`src/rtl/multicycle_controller.sv`:
```
`default_nettype none
// ============================================================================
// multicycle_controller : control FSM for an ARM-style multicycle processor.
// Optional feature macro: MCCTRL_CMP_EN (Funct[4:1]=1010 decodes as CMP).
// Revision: 1.0 - initial release
// ============================================================================
module multicycle_controller (
   input  logic         clk,
   input  logic         reset,
   input  logic [31:12] Instr,
   input  logic [3:0]   ALUFlags,
   output logic         PCWrite,
   output logic         MemWrite,
   output logic         RegWrite,
   output logic         IRWrite,
   output logic         AdrSrc,
   output logic [1:0]   RegSrc,
   output logic [1:0]   ALUSrcA,
   output logic [1:0]   ALUSrcB,
   output logic [1:0]   ResultSrc,
   output logic [1:0]   ImmSrc,
   output logic [1:0]   ALUControl
);

   typedef enum logic [3:0] {
      FETCH    = 4'd0,
      DECODE   = 4'd1,
      MEMADR   = 4'd2,
      MEMRD    = 4'd3,
      MEMWB    = 4'd4,
      MEMWR    = 4'd5,
      EXECUTER = 4'd6,
      EXECUTEI = 4'd7,
      ALUWB    = 4'd8,
      BRANCH   = 4'd9
   } state_t;

   state_t     state_q, state_d;
   logic [3:0] flags_q, flags_d;
   logic       condex_q, condex_d;

   logic [3:0] cond;
   logic [1:0] op;
   logic [5:0] funct;
   logic [3:0] rd;
   logic       unused_rn;

   assign cond      = Instr[31:28];
   assign op        = Instr[27:26];
   assign funct     = Instr[25:20];
   assign rd        = Instr[15:12];
   assign unused_rn = ^Instr[19:16];

   // Condition evaluation against the stored N,Z,C,V
   logic condex;
   logic n_f, z_f, c_f, v_f;
   assign {n_f, z_f, c_f, v_f} = flags_q;

   always_comb begin
      condex = 1'b0;
      case (cond)
         4'b0000: condex = z_f;
         4'b0001: condex = ~z_f;
         4'b0010: condex = c_f;
         4'b0011: condex = ~c_f;
         4'b0100: condex = n_f;
         4'b0101: condex = ~n_f;
         4'b0110: condex = v_f;
         4'b0111: condex = ~v_f;
         4'b1000: condex = c_f & ~z_f;
         4'b1001: condex = ~c_f | z_f;
         4'b1010: condex = (n_f == v_f);
         4'b1011: condex = (n_f != v_f);
         4'b1100: condex = ~z_f & (n_f == v_f);
         4'b1101: condex = z_f | (n_f != v_f);
         4'b1110: condex = 1'b1;
         default: condex = 1'b0;
      endcase
   end

   logic [1:0] alu_dec;
   logic       is_cmp;

   always_comb begin
      alu_dec = 2'b00;
      is_cmp  = 1'b0;
      case (funct[4:1])
         4'b0100: alu_dec = 2'b00;
         4'b0010: alu_dec = 2'b01;
         4'b0000: alu_dec = 2'b10;
         4'b1100: alu_dec = 2'b11;
`ifdef MCCTRL_CMP_EN
         4'b1010: begin
            alu_dec = 2'b01;
            is_cmp  = 1'b1;
         end
`else
         4'b1010: alu_dec = 2'b00;
`endif
         default: alu_dec = 2'b00;
      endcase
   end

   logic pc_write, mem_write, reg_write, ir_write;

   always_comb begin
      state_d    = state_q;
      flags_d    = flags_q;
      condex_d   = condex_q;
      pc_write   = 1'b0;
      mem_write  = 1'b0;
      reg_write  = 1'b0;
      ir_write   = 1'b0;
      AdrSrc     = 1'b0;
      ALUSrcA    = 2'b00;
      ALUSrcB    = 2'b00;
      ResultSrc  = 2'b00;
      ALUControl = 2'b00;
      case (state_q)
         FETCH: begin
            ir_write  = 1'b1;
            pc_write  = 1'b1;
            ALUSrcA   = 2'b01;
            ALUSrcB   = 2'b10;
            ResultSrc = 2'b10;
            state_d   = DECODE;
         end
         DECODE: begin
            ALUSrcA   = 2'b01;
            ALUSrcB   = 2'b10;
            ResultSrc = 2'b10;
            condex_d  = condex;
            case (op)
               2'b01:   state_d = MEMADR;
               2'b00:   state_d = funct[5] ? EXECUTEI : EXECUTER;
               2'b10:   state_d = BRANCH;
               default: state_d = FETCH;
            endcase
         end
         MEMADR: begin
            ALUSrcB = 2'b01;
            state_d = funct[0] ? MEMRD : MEMWR;
         end
         MEMRD: begin
            AdrSrc  = 1'b1;
            state_d = MEMWB;
         end
         MEMWB: begin
            ResultSrc = 2'b01;
            reg_write = condex_q;
            pc_write  = (rd == 4'hF) & condex_q;
            state_d   = FETCH;
         end
         MEMWR: begin
            AdrSrc    = 1'b1;
            mem_write = condex_q;
            state_d   = FETCH;
         end
         EXECUTER, EXECUTEI: begin
            ALUSrcB    = (state_q == EXECUTEI) ? 2'b01 : 2'b00;
            ALUControl = alu_dec;
            // N,Z follow any flag-setting op; C,V only arithmetic ones
            if (funct[0] && condex_q) begin
               flags_d[3:2] = ALUFlags[3:2];
               if (!alu_dec[1])
                  flags_d[1:0] = ALUFlags[1:0];
            end
            state_d = ALUWB;
         end
         ALUWB: begin
            reg_write = condex_q & ~is_cmp;
            pc_write  = (rd == 4'hF) & condex_q;
            state_d   = FETCH;
         end
         BRANCH: begin
            ALUSrcB   = 2'b01;
            ResultSrc = 2'b10;
            pc_write  = condex_q;
            state_d   = FETCH;
         end
         default: state_d = FETCH;
      endcase
   end

   // Write enables are squashed for the whole time reset is high
   assign PCWrite  = pc_write  & ~reset;
   assign MemWrite = mem_write & ~reset;
   assign RegWrite = reg_write & ~reset;
   assign IRWrite  = ir_write  & ~reset;

   assign RegSrc = {(op == 2'b01) & ~funct[0], (op == 2'b10)};
   assign ImmSrc = op;

   always_ff @(posedge clk or posedge reset) begin
      if (reset) begin
         state_q  <= FETCH;
         flags_q  <= 4'b0000;
         condex_q <= 1'b0;
      end else begin
         state_q  <= state_d;
         flags_q  <= flags_d;
         condex_q <= condex_d;
      end
   end

endmodule
`default_nettype wire

```
`config.mk`:
```
export PLATFORM = sky130hd
export DESIGN_NAME = multicycle_controller
export DESIGN_NICKNAME = d
export VERILOG_FILES = /design/src/rtl/multicycle_controller.sv
export SDC_FILE = /design/constraint.sdc
export NUM_CORES = 1
export LEC_CHECK = 0
export ABC_AREA = 1
export CAP_MARGIN = 20
export CORE_UTILIZATION = 41
export DETAILED_ROUTE_END_ITERATION = 8
export PLACE_DENSITY = 0.83
export SLEW_MARGIN = 20
export SYNTH_ARGS = -nofsm -noshare
export SYNTH_HDL_FRONTEND = slang
export SYNTH_SLANG_ARGS = --single-unit
```
`constraint.sdc`:
```
create_clock -name clk -period 1.9 [get_ports clk]
set_input_delay 0.19 -clock clk [delete_from_list [all_inputs] [get_ports clk]]
set_output_delay 0.19 -clock clk [all_outputs]
set_load 0.02 [all_outputs]
```
==> results of run 1 <==
==> worst reg2reg max path, stage by stage, from the launching register on <==
cell and delay, ps:
sky130_fd_sc_hd__dfrtp_1 430, sky130_fd_sc_hd__nor2_4 200, sky130_fd_sc_hd__nand2_4 90, sky130_fd_sc_hd__nor3_4 220, sky130_fd_sc_hd__nand2_2 130, sky130_fd_sc_hd__nor2_1 110, sky130_fd_sc_hd__a21oi_1 50
==> logic make-up (layout without fill, tap and decap cells) <==
group	count (synthesis)	count (layout)	share of synthesized area [%]
AND/OR/NAND/NOR	85	85	47.0
buffers and inverters	29	72	15.0
AO/OA/AOI/OAI	14	14	9.74
flip-flops	9	9	27.8
other	1	1	0.463
==> placed cells by master, fill, tap and decap left out, types with 3 or more instances in the layout <==
cell / netlist / final
sky130_fd_sc_hd__a21oi_1: 5 / 5
sky130_fd_sc_hd__nand3_1: 15 / 15
sky130_fd_sc_hd__clkdlybuf4s50_1: 0 / 25
sky130_fd_sc_hd__nor3_1: 3 / 3
sky130_fd_sc_hd__clkbuf_4: 0 / 3
sky130_fd_sc_hd__dfrtp_1: 9 / 9
sky130_fd_sc_hd__nor2_1: 24 / 24
sky130_fd_sc_hd__nand2_1: 37 / 37
sky130_fd_sc_hd__dlymetal6s2s_1: 0 / 4
sky130_fd_sc_hd__inv_1: 24 / 24
sky130_fd_sc_hd__o21ai_0: 5 / 5
sky130_fd_sc_hd__o211ai_1: 3 / 3
sky130_fd_sc_hd__dlygate4sd2_1: 0 / 7
sky130_fd_sc_hd__buf_4: 3 / 6
==> final timing paths <==
path	end	cells after the start	startpoint	slack, ps
max reg2reg	flags_q[0]$_DFFE_PP0P_	6	state_q[3]$_DFF_PP0_	570
max in group asynchronous	flags_q[2]$_DFFE_PP0P_	3	reset	1490
min in group clk	flags_q[3]$_DFFE_PP0P_	3	ALUFlags[3]	490
min reg2reg	condex_q$_DFFE_PP0P_	2	condex_q$_DFFE_PP0P_	490
min	state_q[2]$_DFF_PP0_	3	reset	260
max	RegSrc[0]	4	Instr[27]	140
==> area by class of cell <==
| cell class | instances | area share, % |
|---|---|---|
| Clock buffer | 4 | 2.10 |
| Sequential cell | 9 | 18.0 |
| Inverter | 25 | 7.50 |
| Timing Repair Buffer | 43 | 32.9 |
| Multi-Input combinational cell | 100 | 37.0 |
| Tap cell | 25 | 2.50 |
==> where the power goes <==
| group | switching (W) | total (W) | internal [W] |
|---|---|---|---|
| logic | 0.000533 | 0.000888 | 0.000355 |
| clock network | 0.0000764 | 0.000158 | 0.0000813 |
| registers | 0.0000762 | 0.000354 | 0.000278 |
| total | 0.000686 | 0.00140 | 0.000714 |
==> flip-flops by register name, indices dropped and copies added, names as in the netlist <==
register and count:
flags_q 4, state_q 4, condex_q 1
==> synth_stat cells (all sizes together) <==
cell    count  area [sq um]
o21ai       5          25.0
inv        25          93.8
and3        1          6.26
nor3        5          41.3
buf         4          27.5
o211ai      3          22.5
nand3      15          75.1
a21oi       5          25.0
nand2      39           156
nor2       25           101
conb        1          3.75
dfrtp       9           225
o22ai       1          6.26
==> what timing repair did <==
action | in CTS | in global routing
buffers inserted | 0 | 0
gates resized for setup | 8 | 6
cloned | 0 | 0
endpoints found under the setup margin | 8 | 5
pin swaps | 0 | 0
==> layer usage <==
| layer | vias up | GRT usage [%] | part of all wire [%] |
|---|---|---|---|
| met3 | 4 | 1.18 | 3.7 |
| li1 | 513 | - | - |
| met4 | 0 | 9.41 | 1.5 |
| met1 | 468 | 28.4 | 43 |
| met2 | 29 | 43.3 | 52 |
| met5 | - | 0 | 0 |
==> through the flow <==
step / instance area, sq um / setup TNS [ps]
after floorplan: 810 / 0
after detailed placement: 1230 / -64.4
final: 1250 / 0
after CTS: 1240 / 0
after global routing: 1250 / 0
after global placement: 1230 / -32.4
==> flow_metrics.env, run 1 <==
export IMPL_clock_sink_count=9
export IMPL_post_layout_total_power_w=0.00140
export IMPL_place_detailed_hpwl_mm=2.01
export IMPL_timing_critical_path_required_ps=1710
export IMPL_postLayoutSetupSlackWorst_ps=135
export IMPL_drtAntennaViolNets=0
export IMPL_cts_buffers=3
export IMPL_leakagePower_nw=0.729
export IMPL_post_drt_via_cell_ratio=4.92
export IMPL_cell_at_the_root_of_the_clock_tree="sky130_fd_sc_hd__clkbuf_4"
export IMPL_power_density_nw_per_um2=1120
export IMPL_critical_path_buf_inv_count=3
export IMPL_slew_violations=0
export IMPL_netlist_instances=138
export IMPL_crit_path_cell_trace="clkdlybuf4s50_1, inv_1, nor2_1, clkdlybuf4s50_1"
export IMPL_share_of_cells_above_drive_strength_1_pct=8.84
export IMPL_cts_reportedPaths_clkPinSlew_ps=70
export IMPL_syn2layout_area_growth_pct=54.6
export IMPL_critical_path_max_stage_delay_ps=630
export IMPL_setup_viol_count_final=0
export IMPL_fin_worst_skew_ps=4.98
export IMPL_netlist_area_sq_um=810
export IMPL_detail_route_wirelength_mm=2.39
export IMPL_placement_io_buffers=37
export IMPL_detail_route_first_pass_iterations=4
export IMPL_cts_tree="built"
export IMPL_finalHoldViolCount=0
export IMPL_hold_buffers_post_cts=0
export IMPL_drt_drc_violations_left=0
export IMPL_die_h_um=46.4
export IMPL_path_class="in -> out"
export IMPL_regArea_sq_um=225
export IMPL_critical_path_arrival_ps=1570
export IMPL_clock_latency_reported_for_the_late_side_of_the_worst_skew_pair_ps=270
export IMPL_core_area_sq_um=1780
export IMPL_grt_ovfl_total=0
export IMPL_horizontal_die_dimension_um=46.4
export IMPL_cpMostUsedCell="sky130_fd_sc_hd__clkdlybuf4s50_1"
export IMPL_cts_buffer_depth=2
export IMPL_worst_path_max_delay_cell="sky130_fd_sc_hd__clkdlybuf4s50_1"
export IMPL_synth_seq_area_share_pct=27.8
export IMPL_post_place_ws_ps=-64.4
export IMPL_filler_cell_count=161
export IMPL_grt_pass1_vias=916
export IMPL_worst_path_top_cell_family_by_delay="buffers and inverters"
export IMPL_die_area_sq_um=2160
export IMPL_grt_pass1_wl_mm=3.63
export IMPL_htree_num_levels=1
export IMPL_rows=15
export IMPL_drt_initial_drc_count=26
export IMPL_antenna_found_initial=0
export IMPL_post_route_period_util_pct=92.9
export IMPL_fin_worst_hold_slack_ps=265
export IMPL_hold_class="in -> async"
export IMPL_setup_worst_path_start_class="input pin"
export IMPL_initial_core_util_pct=45.4
export IMPL_worst_ir_drop_on_vdd_mv=0.640
export IMPL_finalNetCount=208
export IMPL_min_period_ps=1760
export IMPL_ys_ff_latch=9
export IMPL_route_detailed_wl_per_inst_um=11.6
export IMPL_layoutNonFillerInstCount=206
export IMPL_netlist_cell_type_count=20
export IMPL_count_of_warnings_emitted_by_yosys=0
export IMPL_utilization_pct=70.2
export IMPL_maximum_frequency_from_static_timing_analysis_ghz=0.567
export IMPL_routabilityCongestion=0.790
export IMPL_placed_cells=202
export IMPL_drv_cap=0
export IMPL_gr_usage_all_layers_pct=23.7
export IMPL_unrepaired_setup_endpoints_after_global_routing="no"
export IMPL_cp_end_kind="output pin"
export IMPL_grt_max_degree=10
export IMPL_multi_input_area_sq_um=463
export IMPL_avgSynthCellArea_sq_um=5.87
export IMPL_status="finished, final reports clean"
export IMPL_synth_net_count=164
export IMPL_worst_path_fanout_max=5
export IMPL_vias=1014
export IMPL_floorplan_io_pins=43
export IMPL_num_antenna_cells=0
No activity file was read; power rests on OpenSTA's default activity.
==> run 2: changes to the inputs <==
--- a/config.mk
+++ b/config.mk
@@ -9,6 +9,7 @@
 export CAP_MARGIN = 20
 export CORE_UTILIZATION = 41
 export DETAILED_ROUTE_END_ITERATION = 8
+export GPL_ROUTABILITY_DRIVEN = 0
 export PLACE_DENSITY = 0.83
 export SLEW_MARGIN = 20
 export SYNTH_ARGS = -nofsm -noshare
==> results of run 2 <==
No change in the layout: final DEF, timing and power equal those of run 1.
==> run 3: changes to the inputs <==
--- a/config.mk
+++ b/config.mk
@@ -7,6 +7,7 @@
 export LEC_CHECK = 0
 export ABC_AREA = 1
 export CAP_MARGIN = 20
+export CORE_MARGIN = 2
 export CORE_UTILIZATION = 41
 export DETAILED_ROUTE_END_ITERATION = 8
 export GPL_ROUTABILITY_DRIVEN = 0
==> run 3 against run 2 <==
Wire length fell by 11%. Combinational power barely moved. Setup slack improved by 8.3 ps. Register-to-register slack improved by 60 ps. Critical path depth did not move. First-iteration DRC count fell by 35%. Sequential share of layout area barely moved. Largest power group unchanged. Cell area rose by 0.20%. Sequential power fell by 1%. Critical path type unchanged. Hold slack improved by 13 ps. Total power fell by 0.62%. Die area rose by 8.8%.
==> flow_metrics.env, run 3 (synthesis gave the netlist of run 1 again) <==
export IMPL_finalHoldViolCount=0
export IMPL_drv_cap=0
export IMPL_critical_path_max_stage_delay_ps=620
export IMPL_route_detailed_wl_per_inst_um=10.2
export IMPL_post_cts_buffers=0
export IMPL_regArea_sq_um=225
export IMPL_gr_usage_all_layers_pct=20.2
export IMPL_drt_drc_violations_left=0
export IMPL_mostFrequentLayoutCell="sky130_fd_sc_hd__nand2_1"
export IMPL_multi_input_area_sq_um=463
export IMPL_place_detailed_hpwl_mm=1.87
export IMPL_critical_path_arrival_ps=1570
export IMPL_htree_num_levels=1
export IMPL_placement_io_buffers=37
export IMPL_worst_ir_drop_on_vdd_mv=0.973
export IMPL_leakagePower_nw=0.729
export IMPL_num_antenna_cells=0
export IMPL_syn2layout_area_growth_pct=54.9
export IMPL_setup_worst_path_start_class="input pin"
export IMPL_finalInstanceArea_sq_um=1250
export IMPL_biggestRegsByFlops="flags_q x4, state_q x4, condex_q x1"
export IMPL_cts_tree="built"
export IMPL_regToRegEndpoint="flags_q[0]$_DFFE_PP0P_"
export IMPL_layout_common_cells="37 x sky130_fd_sc_hd__nand2_1, 25 x sky130_fd_sc_hd__clkdlybuf4s50_1, 24 x sky130_fd_sc_hd__inv_1, 24 x sky130_fd_sc_hd__nor2_1, 15 x sky130_fd_sc_hd__nand3_1"
export IMPL_die_area_sq_um=2350
export IMPL_die_h_um=48.4
export IMPL_regToRegSetupSlack_ps=630
export IMPL_status="finished, final reports clean"
export IMPL_m1WireLength_um=883
export IMPL_grt_max_degree=10
export IMPL_cpMostUsedCell="sky130_fd_sc_hd__clkdlybuf4s50_1"
export IMPL_finalNetCount=208
export IMPL_critical_path_buf_inv_count=3
export IMPL_drt_initial_drc_count=17
export IMPL_share_of_cells_above_drive_strength_1_pct=8.84
export IMPL_horizontal_die_dimension_um=48.4
export IMPL_initial_core_util_pct=42.6
export IMPL_grt_pass1_vias=941
export IMPL_detail_route_first_pass_iterations=4
export IMPL_setup_viol_count_final=0
export IMPL_worst_path_fanout_max=5
export IMPL_maximum_frequency_from_static_timing_analysis_ghz=0.569
export IMPL_cts_buffers=3
export IMPL_post_drt_via_cell_ratio=4.69
export IMPL_topRoutingLayerUsed="met4"
export IMPL_post_dp_cell_area_sq_um=1230
export IMPL_cell_at_the_root_of_the_clock_tree="sky130_fd_sc_hd__clkbuf_4"
export IMPL_grt_ovfl_total=0
export IMPL_detail_route_wirelength_mm=2.13
export IMPL_layoutNonFillerInstCount=208
export IMPL_vias=976
export IMPL_hold_class="in -> async"
export IMPL_worst_path_max_delay_cell="sky130_fd_sc_hd__clkdlybuf4s50_1"
export IMPL_core_area_sq_um=1900
export IMPL_cp_end_kind="output pin"
export IMPL_crit_path_cell_trace="clkdlybuf4s50_1, inv_1, nor2_1, clkdlybuf4s50_1"
export IMPL_drtAntennaViolNets=0
export IMPL_floorplan_io_pins=43
export IMPL_slew_violations=0
export IMPL_post_route_period_util_pct=92.4
export IMPL_worst_path_top_cell_family_by_delay="buffers and inverters"
export IMPL_min_period_ps=1760
export IMPL_power_density_nw_per_um2=1110
export IMPL_timing_critical_path_required_ps=1710
export IMPL_unrepaired_setup_endpoints_after_global_routing="no"
export IMPL_cts_buffer_depth=2
export IMPL_placed_cells=204
export IMPL_wl_met3_um=88
export IMPL_cts_reportedPaths_clkPinSlew_ps=60
export IMPL_rows=16
export IMPL_grt_pass1_wl_mm=3.73
export IMPL_clock_sink_count=9
export IMPL_path_class="in -> out"
export IMPL_met2_wirelength_mm=1.12
export IMPL_antenna_found_initial=0
export IMPL_timing_reg2reg_worst_path_depth=6
export IMPL_fin_worst_skew_ps=8.59
export IMPL_cp_depth=4
export IMPL_filler_cell_count=172
export IMPL_critical_path_reg2reg_startpoint="state_q[3]$_DFF_PP0_"
export IMPL_clock_latency_reported_for_the_late_side_of_the_worst_skew_pair_ps=270
run 3: cell counts in the layout (fill, tap and decap cells not counted):
Identical to the previous run, type by type.
run 3: through the flow:
step	utilization (%)	hold slack (ps)	setup TNS [ps]	power, W	setup slack, ps
6_report	65.9	277	0	0.00139	144
4_1_cts	65.6	272	0	0.00141	1.72
3_3_place_gp	64.7	467	-59.0	0.00127	-59.0
2_1_floorplan	-	26.1	0	0.000891	327
5_1_grt	65.9	288	0	0.00152	30.3
3_5_place_dp	64.7	482	-140	0.00129	-140
run 3: layer usage:
layer  GRT usage, %  vias up
met1           23.0      428
li1               -      512
met4           9.52        0
met5              0        -
met3           2.78        6
met2           37.0       30
run 3: worst min-delay path: cells and delay by family:
kind                   cells  cell delay [ps]
buffers and inverters      3              700
run 3: worst max path at each step:
stage                               from      endpoint  slack, ps
floorplan           state_q[1]$_DFF_PP0_       PCWrite        330
global placement                   reset       PCWrite        -60
detailed placement                 reset       PCWrite       -140
CTS                 state_q[0]$_DFF_PP0_  ResultSrc[0]          2
global route                   Instr[27]     RegSrc[0]         30
finish                         Instr[27]     RegSrc[0]        140
run 3: final cells by class:
type	instances	area share [%]
Tap cell	27	2.69
Sequential cell	9	18.0
Clock buffer	4	2.10
Timing Repair Buffer	43	32.8
Inverter	25	7.49
Multi-Input combinational cell	100	36.9
run 3: repair_timing:
action                                  4_1_cts  5_1_grt
endpoints found under the setup margin        8        5
hold buffers                                  0        0
gates resized for setup                       8        6
run 3: where the power goes:
part,leakage [nW],internal [W],total (W),switching (W)
clock network,0.0150,0.0000810,0.000151,0.0000698
registers,0.108,0.000278,0.000350,0.0000721
logic,0.607,0.000356,0.000890,0.000534
